## config.mk

```make
export PLATFORM = sky130hd
export DESIGN_NAME = mem_port_arbiter
export DESIGN_NICKNAME = d
export VERILOG_FILES = /design/src/rtl/mem_arb_pkg.sv /design/src/rtl/mem_arb_id_fifo.sv /design/src/rtl/mem_port_arbiter.sv
export SDC_FILE = /design/constraint.sdc
export NUM_CORES = 1
export LEC_CHECK = 0
export BUFFER_PORTS_ARGS = -buffer_cell sky130_fd_sc_hd__buf_2
export CAP_MARGIN = 30
export CORE_AREA = 2 2 137 139
export CTS_CLUSTER_SIZE = 40
export DETAILED_ROUTE_END_ITERATION = 10
export DIE_AREA = 0 0 139 141
export PLACE_DENSITY = 0.41
export SLEW_MARGIN = 10
export SYNTH_ARGS = -nofsm -noshare
export SYNTH_HDL_FRONTEND = slang
export SYNTH_SLANG_ARGS = --single-unit
```

## constraint.sdc

```tcl
create_clock -name clk -period 3.3 [get_ports clk]
set_clock_uncertainty 0.1 [all_clocks]
set_input_delay 0 -clock clk [delete_from_list [all_inputs] [get_ports clk]]
set_output_delay 0 -clock clk [all_outputs]
set_load 0.03 [all_outputs]
```

## src/rtl/mem_arb_pkg.sv

```systemverilog
// Shared constants and request bundle for the two-master sram-like arbiter.
// Latency: n/a (declarations only).
// Backpressure: n/a.
package mem_arb_pkg;

    localparam logic ID_INST = 1'b0;
    localparam logic ID_DATA = 1'b1;

    localparam int DEFAULT_OUTSTANDING = 4;

    localparam int ADDR_W  = 32;
    localparam int DATA_W  = 32;
    localparam int SIZE_W  = 2;
    localparam int WSTRB_W = 4;

    // One sram-like request, everything except the req strobe itself.
    typedef struct packed {
        logic               wr;
        logic [SIZE_W-1:0]  size;
        logic [WSTRB_W-1:0] wstrb;
        logic [ADDR_W-1:0]  addr;
        logic [DATA_W-1:0]  wdata;
    } sram_req_t;

endpackage

```

## src/rtl/mem_arb_id_fifo.sv

```systemverilog
// In-order FIFO of 1-bit master IDs for accepted but uncompleted transactions.
// Latency: push visible at head one cycle later; head/full/empty are registered-state decodes.
// Backpressure: push ignored when full, pop ignored when empty; caller gates both.
//
// Ports: clk, rst_n (async active-low), push/push_id, pop, full, empty, head.
module mem_arb_id_fifo
    import mem_arb_pkg::*;
#(
    parameter int DEPTH = DEFAULT_OUTSTANDING
) (
    input  logic clk,
    input  logic rst_n,
    input  logic push,
    input  logic push_id,
    input  logic pop,
    output logic full,
    output logic empty,
    output logic head
);

    localparam int PW = $clog2(DEPTH);
    localparam logic [PW:0] FULL_CNT = (PW+1)'(DEPTH);

    logic [DEPTH-1:0] ids;
    logic [PW-1:0]    wptr;
    logic [PW-1:0]    rptr;
    logic [PW:0]      count;
    logic             do_push;
    logic             do_pop;

    assign full    = (count == FULL_CNT);
    assign empty   = (count == '0);
    assign head    = ids[rptr];
    assign do_push = push & ~full;
    assign do_pop  = pop & ~empty;

    // Pointers are exactly log2(DEPTH) bits so they wrap for free.
    always_ff @(posedge clk or negedge rst_n) begin
        if (!rst_n) begin
            ids   <= '0;
            wptr  <= '0;
            rptr  <= '0;
            count <= '0;
        end else begin
            if (do_push) begin
                ids[wptr] <= push_id;
                wptr      <= wptr + 1'b1;
            end
            if (do_pop) begin
                rptr <= rptr + 1'b1;
            end
            case ({do_push, do_pop})
                2'b10:   count <= count + 1'b1;
                2'b01:   count <= count - 1'b1;
                default: count <= count;
            endcase
        end
    end

endmodule

```

## src/rtl/mem_port_arbiter.sv

```systemverilog
// Merges the inst and data sram-like masters onto one sram-like slave port, routing data_ok back in order.
// Latency: 0 cycles request/addr_ok/data_ok paths; up to OUTSTANDING transactions in flight.
// Backpressure: mem_req held off while OUTSTANDING IDs are pending; a stalled request is locked until accepted.
//
// Ports: inst_sram_* (master 0), data_sram_* (master 1), mem_* (slave), arb_err (sticky protocol error).
module mem_port_arbiter
    import mem_arb_pkg::*;
#(
    parameter int OUTSTANDING = DEFAULT_OUTSTANDING,
    parameter bit DATA_PRIO   = 1'b1
) (
    input  logic               clk,
    input  logic               resetn,

    input  logic               inst_sram_req,
    input  logic               inst_sram_wr,
    input  logic [SIZE_W-1:0]  inst_sram_size,
    input  logic [WSTRB_W-1:0] inst_sram_wstrb,
    input  logic [ADDR_W-1:0]  inst_sram_addr,
    input  logic [DATA_W-1:0]  inst_sram_wdata,
    output logic               inst_sram_addr_ok,
    output logic [ADDR_W-1:0]  inst_sram_addr_ok_addr,
    output logic               inst_sram_data_ok,
    output logic [DATA_W-1:0]  inst_sram_rdata,

    input  logic               data_sram_req,
    input  logic               data_sram_wr,
    input  logic [SIZE_W-1:0]  data_sram_size,
    input  logic [WSTRB_W-1:0] data_sram_wstrb,
    input  logic [ADDR_W-1:0]  data_sram_addr,
    input  logic [DATA_W-1:0]  data_sram_wdata,
    output logic               data_sram_addr_ok,
    output logic               data_sram_data_ok,
    output logic [DATA_W-1:0]  data_sram_rdata,

    output logic               mem_req,
    output logic               mem_wr,
    output logic [SIZE_W-1:0]  mem_size,
    output logic [WSTRB_W-1:0] mem_wstrb,
    output logic [ADDR_W-1:0]  mem_addr,
    output logic [DATA_W-1:0]  mem_wdata,
    input  logic               mem_addr_ok,
    input  logic               mem_data_ok,
    input  logic [DATA_W-1:0]  mem_rdata,

    output logic               arb_err
);

    sram_req_t inst_fields;
    sram_req_t data_fields;
    sram_req_t sel_fields;

    logic lock_q;
    logic lock_id_q;
    logic last_id_q;
    logic arb_err_q;

    logic sel;
    logic sel_req;
    logic full;
    logic empty;
    logic head;
    logic handshake;
    logic stall;
    logic lock_drop;
    logic resp_vld;

    assign inst_fields = '{wr: inst_sram_wr, size: inst_sram_size, wstrb: inst_sram_wstrb,
                           addr: inst_sram_addr, wdata: inst_sram_wdata};
    assign data_fields = '{wr: data_sram_wr, size: data_sram_size, wstrb: data_sram_wstrb,
                           addr: data_sram_addr, wdata: data_sram_wdata};

    // A locked grant wins over everything so the slave sees a stable request.
    always_comb begin
        sel = ID_INST;
        if (lock_q) begin
            sel = lock_id_q;
        end else if (inst_sram_req && data_sram_req) begin
            sel = DATA_PRIO ? ID_DATA : ~last_id_q;
        end else if (data_sram_req) begin
            sel = ID_DATA;
        end
    end

    assign sel_req    = (sel == ID_DATA) ? data_sram_req : inst_sram_req;
    assign sel_fields = (sel == ID_DATA) ? data_fields : inst_fields;

    // full depends only on registered count, so data_ok never reaches mem_req combinationally.
    assign mem_req = sel_req & ~full;
    assign {mem_wr, mem_size, mem_wstrb, mem_addr, mem_wdata} = sel_fields;

    assign handshake = mem_req & mem_addr_ok;
    assign stall     = mem_req & ~mem_addr_ok;
    assign lock_drop = lock_q & ~sel_req;

    assign inst_sram_addr_ok = handshake & (sel == ID_INST);
    assign data_sram_addr_ok = handshake & (sel == ID_DATA);
    // Driven on every accepted address; consumers qualify it with inst_sram_addr_ok.
    assign inst_sram_addr_ok_addr = handshake ? mem_addr : '0;

    assign resp_vld          = mem_data_ok & ~empty;
    assign inst_sram_data_ok = resp_vld & (head == ID_INST);
    assign data_sram_data_ok = resp_vld & (head == ID_DATA);
    assign inst_sram_rdata   = mem_rdata;
    assign data_sram_rdata   = mem_rdata;

    assign arb_err = arb_err_q;

    always_ff @(posedge clk or negedge resetn) begin
        if (!resetn) begin
            lock_q    <= 1'b0;
            lock_id_q <= ID_INST;
            last_id_q <= ID_INST;
            arb_err_q <= 1'b0;
        end else begin
            if (handshake) begin
                lock_q    <= 1'b0;
                last_id_q <= sel;
            end else if (stall) begin
                lock_q    <= 1'b1;
                lock_id_q <= sel;
            end else if (lock_drop) begin
                lock_q    <= 1'b0;
            end
            if (lock_drop || (mem_data_ok && empty)) begin
                arb_err_q <= 1'b1;
            end
        end
    end

    mem_arb_id_fifo #(
        .DEPTH (OUTSTANDING)
    ) u_id_fifo (
        .clk     (clk),
        .rst_n   (resetn),
        .push    (handshake),
        .push_id (sel),
        .pop     (resp_vld),
        .full    (full),
        .empty   (empty),
        .head    (head)
    );

endmodule
```

# Word level (Yosys, flattened, before mapping)
# Cells that the tools add are included.
dict set report word_totals {
  regBits 14
  elab_cells 58
  output_inout_bits 173
  in_bits 180
}
dict set report op_classes {
  n_addsub 4
  eq_ne 3
  mux 15
  magnitude_cmp 3
  n_reduce_logical 8
  n_bitwise 18
}
# operator count
set op_table {}
lappend op_table {{71-bit two-way mux} 1}
lappend op_table {{32-bit two-way mux} 1}
lappend op_table {{1-bit bitwise AND} 11}
lappend op_table {{1-bit two-way mux} 9}
lappend op_table {{1-bit inverter} 7}
lappend op_table {{2-bit by 3-bit < comparator with 1-bit output (second input constant)} 2}
lappend op_table {{3-bit case mux with 2 select lines} 1}
lappend op_table {{2-bit by 1-bit adder with 2-bit output (second input constant)} 2}
lappend op_table {{4-bit bitwise mux} 1}
lappend op_table {{3-bit by 1-bit adder with 3-bit output (second input constant)} 1}
lappend op_table {{3-bit == test (second input constant)} 1}
lappend op_table {{1-bit logical AND} 3}
lappend op_table {{3-bit zero test} 1}
lappend op_table {{3-bit nonzero test} 1}
lappend op_table {{3-bit by 1-bit subtractor with 3-bit output (second input constant)} 1}
lappend op_table {{1-bit binary-select mux with 2-bit select} 1}
lappend op_table {{1-bit demux with 2-bit select} 1}
lappend op_table {{2-bit by 1-bit == test with 1-bit output (second input constant)} 1}
lappend op_table {{2-bit == test (second input constant)} 1}
lappend op_table {{2-bit by 1-bit >= comparator with 1-bit output (second input constant)} 1}
lappend op_table {{2-bit AND reduction} 1}
lappend op_table {{2-bit nonzero test} 1}
lappend op_table {{1-bit logical OR} 1}

# Depth between registers and ports, before layout
# Gate-level depths: netlist (run 1).
dict set report logic_depth {
  depth_word 9
  ltp_mapped 11
  mapped_depth_nobuf 9
}

# By module
# A second synthesis (run 1) with hierarchy kept.
dict set report unflattened {
  cells_unflattened 255
  area_unflattened_um2 2511.2
}
# mod n_inst seq_area_each_um2 area_each_um2 cells_each
set modules_own_cells {}
lappend modules_own_cells {mem_port_arbiter 1 75.1 1905.6 201}
lappend modules_own_cells {mem_arb_id_fifo 1 275.3 605.6 54}

# Least setup slack after synthesis (run 1)
# Ideal clock, no wire load.
dict set report synth_path {
  path_type {flip-flop to flip-flop}
  startpoint {reg u_id_fifo.count[0]}
  endpoint {reg u_id_fifo.count[2]}
  path_buffers 2
  slack_ps 901
  period_less_slack_ps 2399
  required_time_ps 3121
  setup_time_ps 79
  path_stages_with_launch 12
  arrival_ps 2220
  path_cell_list {dfrtp_1 -> or3b_1 -> o211ai_2 -> or2_1 -> buf_4 -> buf_6 -> ha_1 -> inv_1 -> fa_1 -> xor2_1 -> nor2_1 -> xor2_1}
}
dict set report synth_via {
  elab_chain_cells 7
  word_cells_on_any_way 15
  classes_between {2 x add/sub; 3 x eq/ne; 1 x mux; 7 x bitwise; 2 x reduce/logical}
}
# element line_no
set synth_rtl {}
lappend synth_rtl {{start, declared} mem_arb_id_fifo.sv:27} ;# logic [PW:0] count;
lappend synth_rtl {{start signal, assigned} mem_arb_id_fifo.sv:53} ;# 2'b10: count <= count + 1'b1;
lappend synth_rtl {{start signal, assigned} mem_arb_id_fifo.sv:54} ;# 2'b01: count <= count - 1'b1;
lappend synth_rtl {{start signal, assigned} mem_arb_id_fifo.sv:55} ;# default: count <= count;
lappend synth_rtl {{3-bit == test} mem_arb_id_fifo.sv:31} ;# assign full = (count == FULL_CNT);
lappend synth_rtl {{1-bit inverter} {mem_arb_id_fifo.sv:34, mem_port_arbiter.sv:89}}
lappend synth_rtl {{1-bit bitwise AND} mem_port_arbiter.sv:89} ;# assign mem_req = sel_req & ~full;
lappend synth_rtl {{1-bit bitwise AND} mem_port_arbiter.sv:92} ;# assign handshake = mem_req & mem_addr_ok;
lappend synth_rtl {{1-bit bitwise AND} mem_arb_id_fifo.sv:34} ;# assign do_push = push & ~full;
lappend synth_rtl {{2-bit by 1-bit == test with 1-bit output or 2-bit == test (tied branches)} mem_arb_id_fifo.sv:52} ;# case ({do_push, do_pop})
lappend synth_rtl {{3-bit case mux with 2 select lines or 2-bit nonzero test (tied branches)} --}
# Parallel ways exist; a longest one is shown, timed or not.
# A chain may end at the register's enable or synchronous reset.

# Worst setup path in the final report (run 1)
dict set report layout_path {
  startpoint {reg lock_q}
  endpoint {reg u_id_fifo.count[2]}
}
dict set report layout_via {
  elab_chain_cells 7
  word_cells_on_any_way 9
  classes_between {2 x eq/ne; 3 x mux; 3 x bitwise; 1 x reduce/logical}
}
# element line_no
set layout_rtl {}
lappend layout_rtl {{start, declared} mem_port_arbiter.sv:53} ;# logic lock_q;
lappend layout_rtl {{start signal, assigned} mem_port_arbiter.sv:111} ;# lock_q <= 1'b0;
lappend layout_rtl {{start signal, assigned} mem_port_arbiter.sv:117} ;# lock_q <= 1'b0;
lappend layout_rtl {{start signal, assigned} mem_port_arbiter.sv:120} ;# lock_q <= 1'b1;
lappend layout_rtl {{1-bit two-way mux (*)} mem_port_arbiter.sv:76} ;# if (lock_q) begin
lappend layout_rtl {{1-bit two-way mux (*)} mem_port_arbiter.sv:85} ;# assign sel_req = (sel == ID_DATA) ? data_sram_req : inst_sram_req;
lappend layout_rtl {{1-bit bitwise AND (*)} mem_port_arbiter.sv:89}
lappend layout_rtl {{1-bit bitwise AND (*)} mem_port_arbiter.sv:92}
lappend layout_rtl {{1-bit bitwise AND (*)} mem_arb_id_fifo.sv:34}
lappend layout_rtl {{2-bit by 1-bit == test with 1-bit output or 2-bit == test (tied branches)} mem_arb_id_fifo.sv:52}
lappend layout_rtl {{3-bit case mux with 2 select lines or 2-bit nonzero test (tied branches)} --}
# Every way passes the cells marked *; elsewhere a longest branch is shown, timed or not.

==> metrics.txt, run 1 <==
# TYPE chip_impl_metric gauge
chip_impl_metric{name="share_of_synthesized_area_spent_on_multiplexers",unit=""} 0.369
chip_impl_metric{name="clock_sink_count",unit=""} 14
chip_impl_metric{name="buffer_ports.inserted",unit=""} 256
chip_impl_metric{name="timing.final.ws_setup",unit="ns"} 0.858
chip_impl_metric{name="gp_congestion",unit=""} 0.757
chip_impl_metric{name="max_cap_viols",unit=""} 0
chip_impl_info{name="largest_family_of_logic_cells_by_synthesized_area",value="multiplexers"} 1
chip_impl_metric{name="grt_start_max_net_pins",unit=""} 43
chip_impl_metric{name="area.growth.synth_to_final",unit="%"} 63.6
chip_impl_metric{name="clk-insertion-delay-late",unit="ns"} 0.24
chip_impl_metric{name="ys_seq_area_frac",unit=""} 0.151
chip_impl_metric{name="cts_buf_count",unit=""} 3
chip_impl_metric{name="whs",unit="ns"} 0.0904
chip_impl_metric{name="max_freq",unit="GHz"} 0.409
chip_impl_metric{name="yosys.area_share.xor_xnor",unit=""} 0.0226
chip_impl_metric{name="io_pins",unit=""} 353
chip_impl_info{name="outcome",value="finished, final reports clean"} 1
chip_impl_metric{name="post_drt_via_cell_ratio",unit=""} 3.64
chip_impl_info{name="synth.cells.most_frequent",value="sky130_fd_sc_hd__mux2_2, sky130_fd_sc_hd__buf_4, sky130_fd_sc_hd__nor2b_1, sky130_fd_sc_hd__dfrtp_1"} 1
chip_impl_metric{name="instance_count_of_the_mapped_netlist",unit=""} 250
chip_impl_metric{name="route.vias.total",unit=""} 2564
chip_impl_metric{name="final_layout_size_suffix_gt1_frac",unit=""} 0.719
chip_impl_metric{name="clock_tree.buffer_depth",unit=""} 2
chip_impl_metric{name="cell_area_after_synthesis",unit="mm²"} 0.00232
chip_impl_metric{name="first_iter_violations",unit=""} 77
chip_impl_metric{name="worst-path-max-fanout",unit=""} 12
chip_impl_metric{name="postCtsSetupRepairBufs",unit=""} 0
chip_impl_metric{name="report.final.setup_viol",unit=""} 0
chip_impl_metric{name="timing.final.crit_share",unit=""} 0.740
chip_impl_metric{name="worst_r2r_path_depth",unit=""} 9
chip_impl_metric{name="grt_pass1_wl",unit="mm"} 13.0
chip_impl_metric{name="final_slew_violations",unit=""} 0
chip_impl_info{name="critPathKind",value="flip-flop to flip-flop"} 1
chip_impl_info{name="cts_root_buf",value="sky130_fd_sc_hd__clkbuf_16"} 1
chip_impl_info{name="busiest_layer",value="met2"} 1
chip_impl_metric{name="cp_data_arrival_time",unit="ns"} 2.51
chip_impl_metric{name="yosys_register_bits",unit=""} 14
chip_impl_metric{name="first_global_vias",unit=""} 2357
chip_impl_metric{name="finalWorstPathRequiredPeriod",unit="ns"} 2.44
chip_impl_metric{name="final_number_of_hold_violating_endpoints",unit=""} 0
chip_impl_info{name="worstReg2RegStart",value="lock_q$_DFFE_PN0P_"} 1
chip_impl_metric{name="asr_flop_ratio_synth",unit=""} 1.00
chip_impl_metric{name="floorplan.initialDensity",unit=""} 0.127
chip_impl_info{name="area_contributors_post_synth",value="sky130_fd_sc_hd__mux2_2, sky130_fd_sc_hd__buf_4, sky130_fd_sc_hd__dfrtp_1, sky130_fd_sc_hd__nor2b_1, sky130_fd_sc_hd__ha_1"} 1
chip_impl_metric{name="synth.net_count",unit=""} 436
chip_impl_metric{name="synthDominantCellAreaShare",unit=""} 0.349
chip_impl_metric{name="met1_resource_use_gr",unit=""} 0.103
chip_impl_metric{name="drtPass1Iterations",unit=""} 4
chip_impl_metric{name="wirelength",unit="mm"} 9.23
chip_impl_info{name="synth.most_common_cell",value="sky130_fd_sc_hd__mux2_2"} 1
chip_impl_metric{name="r2r_setup_slack",unit="ns"} 0.86
chip_impl_metric{name="initial_antenna_violation_count",unit=""} 0
chip_impl_metric{name="layout.nets",unit=""} 657
chip_impl_metric{name="vdd_ir_drop_max",unit="mV"} 0.239
chip_impl_metric{name="post-dp-hpwl",unit="mm"} 7.59
chip_impl_info{name="rsz0062_at_grt",value="false"} 1
chip_impl_metric{name="h-tree-depth",unit=""} 1
chip_impl_metric{name="antenna_cells_inserted",unit=""} 0
chip_impl_info{name="critical_path.reg2reg.endpoint",value="u_id_fifo.count[2]$_DFFE_PN0P_"} 1
chip_impl_metric{name="total_leakage_power",unit="µW"} 0.00195
chip_impl_metric{name="route.detailed.wl_per_inst",unit="µm"} 13.1
chip_impl_metric{name="cp.required",unit="ns"} 3.37
chip_impl_metric{name="yosys_warnings",unit=""} 0
chip_impl_metric{name="route.detailed.drc",unit=""} 0
chip_impl_metric{name="synth-compound-area-share",unit=""} 0.0452
chip_impl_metric{name="global_route.usage.total",unit=""} 0.0825
chip_impl_metric{name="synth-edff-count",unit=""} 0
chip_impl_info{name="critical_path_sink_type",value="flip-flop"} 1
chip_impl_metric{name="floorplan.die.width",unit="µm"} 139
chip_impl_metric{name="row_count",unit=""} 50
chip_impl_metric{name="detail-route-antenna-nets",unit=""} 0
chip_impl_metric{name="power-per-cell-area",unit="mW/mm²"} 693
chip_impl_metric{name="final_cells",unit=""} 704
chip_impl_metric{name="multi_input_area",unit="mm²"} 0.00139
chip_impl_metric{name="average_cell_area_after_synthesis",unit="µm²"} 9.30
chip_impl_metric{name="register_clock_pin_slew_on_the_reported_worst_setup_and_hold_paths",unit="ns"} 0.05
chip_impl_metric{name="design.die.area",unit="mm²"} 0.0196
chip_impl_metric{name="fill_cells",unit=""} 2023
chip_impl_metric{name="globalRouteOverflowTotal",unit=""} 0
chip_impl_metric{name="ff_latch_area",unit="µm²"} 350
chip_impl_metric{name="ys_types",unit=""} 29
chip_impl_metric{name="grt_util_met2",unit=""} 0.148
chip_impl_metric{name="simple_gate_fraction_of_synth_area",unit=""} 0.121
chip_impl_metric{name="slew_headroom",unit=""} 0.558
chip_impl_info{name="cts_tree",value="yes"} 1
chip_impl_info{name="crit_path_start_kind",value="flip-flop"} 1
chip_impl_metric{name="pre_cts_ws",unit="ns"} 0.863
chip_impl_metric{name="floorplan.core_area",unit="mm²"} 0.0183
chip_impl_metric{name="final_util",unit=""} 0.208
chip_impl_info{name="largest_area_contributor_in_the_netlist",value="sky130_fd_sc_hd__mux2_2"} 1
chip_impl_metric{name="die-height",unit="µm"} 141
chip_impl_info{name="synthFlopType",value="sky130_fd_sc_hd__dfrtp_1"} 1
chip_impl_metric{name="groute.layer.met3.usage",unit=""} 0.0160
chip_impl_metric{name="post_synth_fa_ha_maj_area_fraction",unit=""} 0.0355
chip_impl_metric{name="dp_cells",unit=""} 665
chip_impl_metric{name="tightest_slew",unit="ns"} 0.661
chip_impl_metric{name="final.setup.tns",unit="ns"} 0
chip_impl_info{name="kind_of_path_behind_the_tightest_hold_check",value="input port to async pin"} 1
-- cell type report --
type / instances / area share
Timing Repair Buffer: 294 / 0.435
Sequential cell: 14 / 0.0921
Multi-Input combinational cell: 150 / 0.365
Inverter: 8 / 0.00789
Clock buffer: 4 / 0.0234
Tap cell: 234 / 0.0770
-- per-layer routing --
| metal | vias up | wire length, µm |
|---|---|---|
| li1 | 1217 | - |
| met1 | 1161 | 3580 |
| met2 | 175 | 4690 |
| met3 | 11 | 816 |
| met4 | 0 | 141 |
| met5 | - | 0 |
-- logic make-up after synthesis --
group,Yosys count
buffers and inverters,86
xor gates and xnor gates,6
DFF,14
adders and majority gates,6
and+or+nand+nor,48
muxes,75
AOI/OAI and AO/OA,15
-- stage by stage --
stage	power (µW)	instance area, µm²
2_1_floorplan	1900	2320
5_1_grt	2810	3800
3_5_place_dp	2280	3360
3_3_place_gp	2290	3360
4_1_cts	2670	3800
6_report	2630	3800
-- where the power goes --
| part | internal (µW) | leakage (µW) | switching (µW) |
|---|---|---|---|
| Clock | 184 | 0.0000442 | 73.1 |
| Combinational | 751 | 0.00174 | 1300 |
| Sequential | 252 | 0.000166 | 72.5 |
-- registers in the layout, indices dropped and copies added, names as in the netlist --
name	flops
u_id_fifo.count	3
arb_err	1
u_id_fifo.rptr	2
lock_q	1
lock_id_q	1
u_id_fifo.ids	4
u_id_fifo.wptr	2
-- cells in the final DEF (no fill, tap or decap), types with 2 or more instances in the layout --
| master | n |
|---|---|
| sky130_fd_sc_hd__o31ai_1 | 5 |
| sky130_fd_sc_hd__buf_4 | 3 |
| sky130_fd_sc_hd__xnor2_1 | 4 |
| sky130_fd_sc_hd__inv_1 | 8 |
| sky130_fd_sc_hd__o21ai_0 | 6 |
| sky130_fd_sc_hd__mux2_2 | 72 |
| sky130_fd_sc_hd__buf_2 | 256 |
| sky130_fd_sc_hd__nor2b_1 | 32 |
| sky130_fd_sc_hd__xor2_1 | 2 |
| sky130_fd_sc_hd__ha_1 | 5 |
| sky130_fd_sc_hd__nand2_1 | 5 |
| sky130_fd_sc_hd__clkbuf_16 | 3 |
| sky130_fd_sc_hd__dfrtp_1 | 14 |
| sky130_fd_sc_hd__nor2_1 | 4 |
| sky130_fd_sc_hd__or3b_1 | 2 |
| sky130_fd_sc_hd__dlygate4sd3_1 | 35 |
-- worst max path at each step --
stage | from | endpoint | cells past startpoint
5_1_grt | lock_q$_DFFE_PN0P_ | u_id_fifo.count[2]$_DFFE_PN0P_ | 9
3_3_place_gp | lock_q$_DFFE_PN0P_ | u_id_fifo.count[2]$_DFFE_PN0P_ | 9
4_1_cts | lock_q$_DFFE_PN0P_ | u_id_fifo.count[2]$_DFFE_PN0P_ | 9
6_report | lock_q$_DFFE_PN0P_ | u_id_fifo.count[2]$_DFFE_PN0P_ | 9
2_1_floorplan | u_id_fifo.count[0]$_DFFE_PN0P_ | u_id_fifo.count[2]$_DFFE_PN0P_ | 11
3_5_place_dp | lock_q$_DFFE_PN0P_ | u_id_fifo.count[2]$_DFFE_PN0P_ | 9
-- critical path, stage by stage, from the launching register on --
cell	delay [ns]
sky130_fd_sc_hd__dfrtp_1	0.45
sky130_fd_sc_hd__or3b_1	0.41
sky130_fd_sc_hd__o211ai_2	0.20
sky130_fd_sc_hd__or2_1	0.19
sky130_fd_sc_hd__ha_1	0.19
sky130_fd_sc_hd__inv_1	0.06
sky130_fd_sc_hd__fa_1	0.37
sky130_fd_sc_hd__xor2_1	0.15
sky130_fd_sc_hd__nor2_1	0.11
sky130_fd_sc_hd__xor2_1	0.14
-- timing repair --
action / in CTS / in global routing
endpoints found under the hold margin: 83 / 0
hold buffers: 35 / 0
resized for setup: 0 / 0
(Power assumes the default switching activity.)
==> inputs of run 2 (changes only) <==
Settings changed: ABC_AREA from default to 1, PLACE_DENSITY 0.41 to 0.44.
Clock period 3.3 ns to 2.13 ns, I/O delays scaled along.
==> run 2 against run 1 <==
Clock-buffer cell count shrank 1. Highest routed layer unchanged. Flip-flop and latch count is the same. Global-route usage grew 1.8 points. Hold slack lost 0.059 ns. First-iteration DRC count grew 13%.
==> metrics.txt, run 2 <==
# TYPE chip_impl_metric gauge
chip_impl_info{name="layout_top_registers",value="u_id_fifo.ids x4, u_id_fifo.count x3"} 1
chip_impl_metric{name="synth.net_count",unit=""} 610
chip_impl_metric{name="ys_types",unit=""} 30
chip_impl_metric{name="worst-path-max-fanout",unit=""} 6
chip_impl_info{name="worstReg2RegStart",value="u_id_fifo.count[0]$_DFFE_PN0P_"} 1
chip_impl_metric{name="wirelength",unit="mm"} 11.0
chip_impl_metric{name="antenna_cells_inserted",unit=""} 0
chip_impl_metric{name="clock_sink_count",unit=""} 14
chip_impl_metric{name="timing.final.crit_share",unit=""} 0.931
chip_impl_metric{name="floorplan.die.width",unit="µm"} 139
chip_impl_metric{name="buffer_ports.inserted",unit=""} 256
chip_impl_metric{name="cell_area_after_synthesis",unit="mm²"} 0.00255
chip_impl_info{name="crit_path_start_kind",value="flip-flop"} 1
chip_impl_info{name="cts_tree",value="yes"} 1
chip_impl_metric{name="power-per-cell-area",unit="mW/mm²"} 1290
chip_impl_metric{name="first_iter_violations",unit=""} 87
chip_impl_metric{name="floorplan.core_area",unit="mm²"} 0.0183
chip_impl_metric{name="clk-insertion-delay-late",unit="ns"} 0.24
chip_impl_metric{name="synth-edff-count",unit=""} 0
chip_impl_info{name="cts_root_buf",value="sky130_fd_sc_hd__clkbuf_16"} 1
chip_impl_metric{name="cp_data_arrival_time",unit="ns"} 2.00
chip_impl_info{name="critical_path.reg2reg.endpoint",value="u_id_fifo.count[2]$_DFFE_PN0P_"} 1
chip_impl_metric{name="final.setup.tns",unit="ns"} 0
chip_impl_metric{name="yosys_register_bits",unit=""} 14
chip_impl_metric{name="gp_congestion",unit=""} 0.726
chip_impl_info{name="area_contributors_post_synth",value="sky130_fd_sc_hd__nand2_1, sky130_fd_sc_hd__buf_4, sky130_fd_sc_hd__dfrtp_1, sky130_fd_sc_hd__inv_1, sky130_fd_sc_hd__o21ai_2"} 1
chip_impl_info{name="largest_area_contributor_in_the_netlist",value="sky130_fd_sc_hd__nand2_1"} 1
chip_impl_metric{name="yosys_warnings",unit=""} 0
chip_impl_info{name="synth.cells.most_frequent",value="sky130_fd_sc_hd__nand2_1, sky130_fd_sc_hd__buf_4, sky130_fd_sc_hd__inv_1, sky130_fd_sc_hd__nor2_1"} 1
chip_impl_metric{name="row_count",unit=""} 50
chip_impl_metric{name="area.growth.synth_to_final",unit="%"} 58.9
chip_impl_info{name="critPathKind",value="flip-flop to flip-flop"} 1
chip_impl_metric{name="multi_input_area",unit="mm²"} 0.00143
chip_impl_metric{name="grt_pass1_wl",unit="mm"} 15.8
chip_impl_metric{name="worst_r2r_path_depth",unit=""} 11
chip_impl_info{name="rsz0062_at_grt",value="false"} 1
chip_impl_metric{name="final_slew_violations",unit=""} 0
chip_impl_metric{name="average_cell_area_after_synthesis",unit="µm²"} 6.02
chip_impl_metric{name="initial_antenna_violation_count",unit=""} 0
chip_impl_metric{name="timing.hold.worst_path_depth",unit=""} 3
chip_impl_metric{name="asr_flop_ratio_synth",unit=""} 1.00
chip_impl_metric{name="total_leakage_power",unit="µW"} 0.00240
chip_impl_metric{name="floorplan.initialDensity",unit=""} 0.140
chip_impl_metric{name="h-tree-depth",unit=""} 1
chip_impl_info{name="synth.most_common_cell",value="sky130_fd_sc_hd__nand2_1"} 1
chip_impl_info{name="sequence_of_cells_on_the_critical_path",value="inv_2 > nand3_4 > nand3_4 > inv_4 > nand2_4 > ha_1 > inv_1 > fa_2 > a21oi_2 > o21ai_1 > xor2_1"} 1
chip_impl_metric{name="post-dp-hpwl",unit="mm"} 8.92
chip_impl_metric{name="design.die.area",unit="mm²"} 0.0196
chip_impl_info{name="critPathSlowestCell",value="sky130_fd_sc_hd__dfrtp_1"} 1
chip_impl_metric{name="final_number_of_hold_violating_endpoints",unit=""} 0
chip_impl_metric{name="fill_cells",unit=""} 2109
chip_impl_metric{name="io_pins",unit=""} 353
chip_impl_metric{name="first_global_vias",unit=""} 2886
chip_impl_info{name="hold_path_startpoint",value="mem_data_ok"} 1
chip_impl_metric{name="route.detailed.drc",unit=""} 0
chip_impl_metric{name="vdd_ir_drop_max",unit="mV"} 0.522
chip_impl_metric{name="die-height",unit="µm"} 141
chip_impl_metric{name="globalRouteOverflowTotal",unit=""} 0
chip_impl_metric{name="drtPass1Iterations",unit=""} 4
chip_impl_metric{name="tightest_slew",unit="ns"} 0.666
chip_impl_info{name="layout.cells.most_common_list",value="sky130_fd_sc_hd__buf_2, sky130_fd_sc_hd__nand2_1, sky130_fd_sc_hd__inv_1"} 1
chip_impl_metric{name="clock_tree.buffer_depth",unit=""} 2
chip_impl_metric{name="max_freq",unit="GHz"} 0.504
chip_impl_info{name="kind_of_path_behind_the_tightest_hold_check",value="input port to flip-flop"} 1
chip_impl_info{name="largest_register",value="u_id_fifo.ids"} 1
chip_impl_metric{name="final_util",unit=""} 0.222
chip_impl_metric{name="route.detailed.wl_per_inst",unit="µm"} 12.5
chip_impl_metric{name="ff_latch_area",unit="µm²"} 350
chip_impl_metric{name="slew_headroom",unit=""} 0.555
chip_impl_metric{name="register_clock_pin_slew_on_the_reported_worst_setup_and_hold_paths",unit="ns"} 0.05
chip_impl_info{name="critical-path-top-cell-by-count",value="sky130_fd_sc_hd__nand3_4"} 1
chip_impl_info{name="synthFlopType",value="sky130_fd_sc_hd__dfrtp_1"} 1
chip_impl_info{name="critical_path_sink_type",value="flip-flop"} 1
chip_impl_metric{name="grt_start_max_net_pins",unit=""} 43
chip_impl_metric{name="detail-route-antenna-nets",unit=""} 0
chip_impl_info{name="outcome",value="finished, final reports clean"} 1
chip_impl_metric{name="post_drt_via_cell_ratio",unit=""} 3.66
chip_impl_metric{name="max_cap_viols",unit=""} 0
chip_impl_metric{name="max_stage_delay",unit="ns"} 0.39
chip_impl_metric{name="layout.nets",unit=""} 833
chip_impl_info{name="crit_family",value="adder cells"} 1
chip_impl_info{name="whs_endpoint",value="arb_err$_DFFE_PN0P_"} 1
chip_impl_metric{name="route.vias.total",unit=""} 3216
chip_impl_metric{name="worstPathBufferInverterCount",unit=""} 3
chip_impl_metric{name="final_layout_size_suffix_gt1_frac",unit=""} 0.479
chip_impl_metric{name="finalWorstPathRequiredPeriod",unit="ns"} 1.98
chip_impl_metric{name="r2r_setup_slack",unit="ns"} 0.15
chip_impl_metric{name="cts_buf_count",unit=""} 3
chip_impl_metric{name="instance_count_of_the_mapped_netlist",unit=""} 424
chip_impl_metric{name="synthDominantCellAreaShare",unit=""} 0.205
chip_impl_metric{name="report.final.setup_viol",unit=""} 0
chip_impl_info{name="mostFrequentLayoutCell",value="sky130_fd_sc_hd__buf_2"} 1
chip_impl_metric{name="largest_register_ff_count",unit=""} 4
chip_impl_metric{name="cp.required",unit="ns"} 2.15
chip_impl_metric{name="ys_seq_area_frac",unit=""} 0.137
chip_impl_metric{name="global_route.usage.total",unit=""} 0.100
## run 2: changes by cell type after synthesis, moves of 17 or more
cell and delta:
sky130_fd_sc_hd__nand2_1 +134, sky130_fd_sc_hd__inv_1 +35, sky130_fd_sc_hd__nor2_1 +34, sky130_fd_sc_hd__mux2_2 -72, sky130_fd_sc_hd__nor2b_1 -32, sky130_fd_sc_hd__o21ai_2 +17
## run 2: what timing repair did
item	in CTS	in global routing
resized for setup	0	1
hold endpoints to repair	78	0
setup endpoints to repair	0	1
hold buffers	33	0
setup buffers	0	3
## run 2: cell type report
class                           count  share of cell area
Clock buffer                        3              0.0185
Inverter                           46              0.0438
Multi-Input combinational cell    282               0.352
Sequential cell                    14              0.0864
Tap cell                          234              0.0722
Timing Repair Buffer              300               0.427
## run 2: per-layer routing
metal  track usage  part of all wire  vias to the layer above
met4        0.0165             0.013                        0
li1              -                 -                     1661
met1         0.133              0.42                     1344
met3        0.0160             0.077                       12
met2         0.174              0.49                      199
met5             0                 0                        -
## run 2: kinds of logic (layout without fill, tap and decap cells)
group / after synthesis / after routing / share of synthesized area
simple gates: 232 / 232 / 0.403
xor+xnor: 3 / 3 / 0.0103
buf+inv: 128 / 349 / 0.311
fa+ha+maj: 6 / 6 / 0.0324
compound gates: 41 / 41 / 0.106
flops: 14 / 14 / 0.137
## run 2: worst min-delay path, cell delays in order
cell,delay (ns)
sky130_fd_sc_hd__buf_2,0.11
sky130_fd_sc_hd__nand4_1,0.11
sky130_fd_sc_hd__o211ai_1,0.09
## run 2: power breakdown
group	leakage (µW)	switching (µW)	internal [µW]
registers	0.000168	111	392
clock network	0.0000370	105	246
logic	0.00220	3100	1300
## run 2: worst max-delay path by stage
stage / to / slack (ns) / depth (start not counted) / start
3_3_place_gp: u_id_fifo.count[2]$_DFFE_PN0P_ / 0.16 / 11 / lock_q$_DFFE_PN0P_
2_1_floorplan: u_id_fifo.count[2]$_DFFE_PN0P_ / 0.01 / 12 / lock_q$_DFFE_PN0P_
6_report: u_id_fifo.count[2]$_DFFE_PN0P_ / 0.15 / 11 / u_id_fifo.count[0]$_DFFE_PN0P_
3_5_place_dp: u_id_fifo.count[2]$_DFFE_PN0P_ / 0.15 / 11 / lock_q$_DFFE_PN0P_
4_1_cts: u_id_fifo.count[2]$_DFFE_PN0P_ / 0.14 / 11 / lock_q$_DFFE_PN0P_
5_1_grt: u_id_fifo.count[2]$_DFFE_PN0P_ / 0.003 / 11 / u_id_fifo.count[0]$_DFFE_PN0P_
## run 2: through the flow
stage	std cells	setup WS (ns)	power [µW]	hold WS [ns]	cell area [µm²]
after floorplan	424	0.0150	3690	-0.396	2570
after global placement	840	0.156	4720	-0.168	3620
after detailed placement	840	0.150	4720	-0.170	3620
after CTS	876	0.139	5280	0.0282	4030
after global routing	879	0.00252	5670	0.0442	4050
final	879	0.147	5250	0.0315	4050
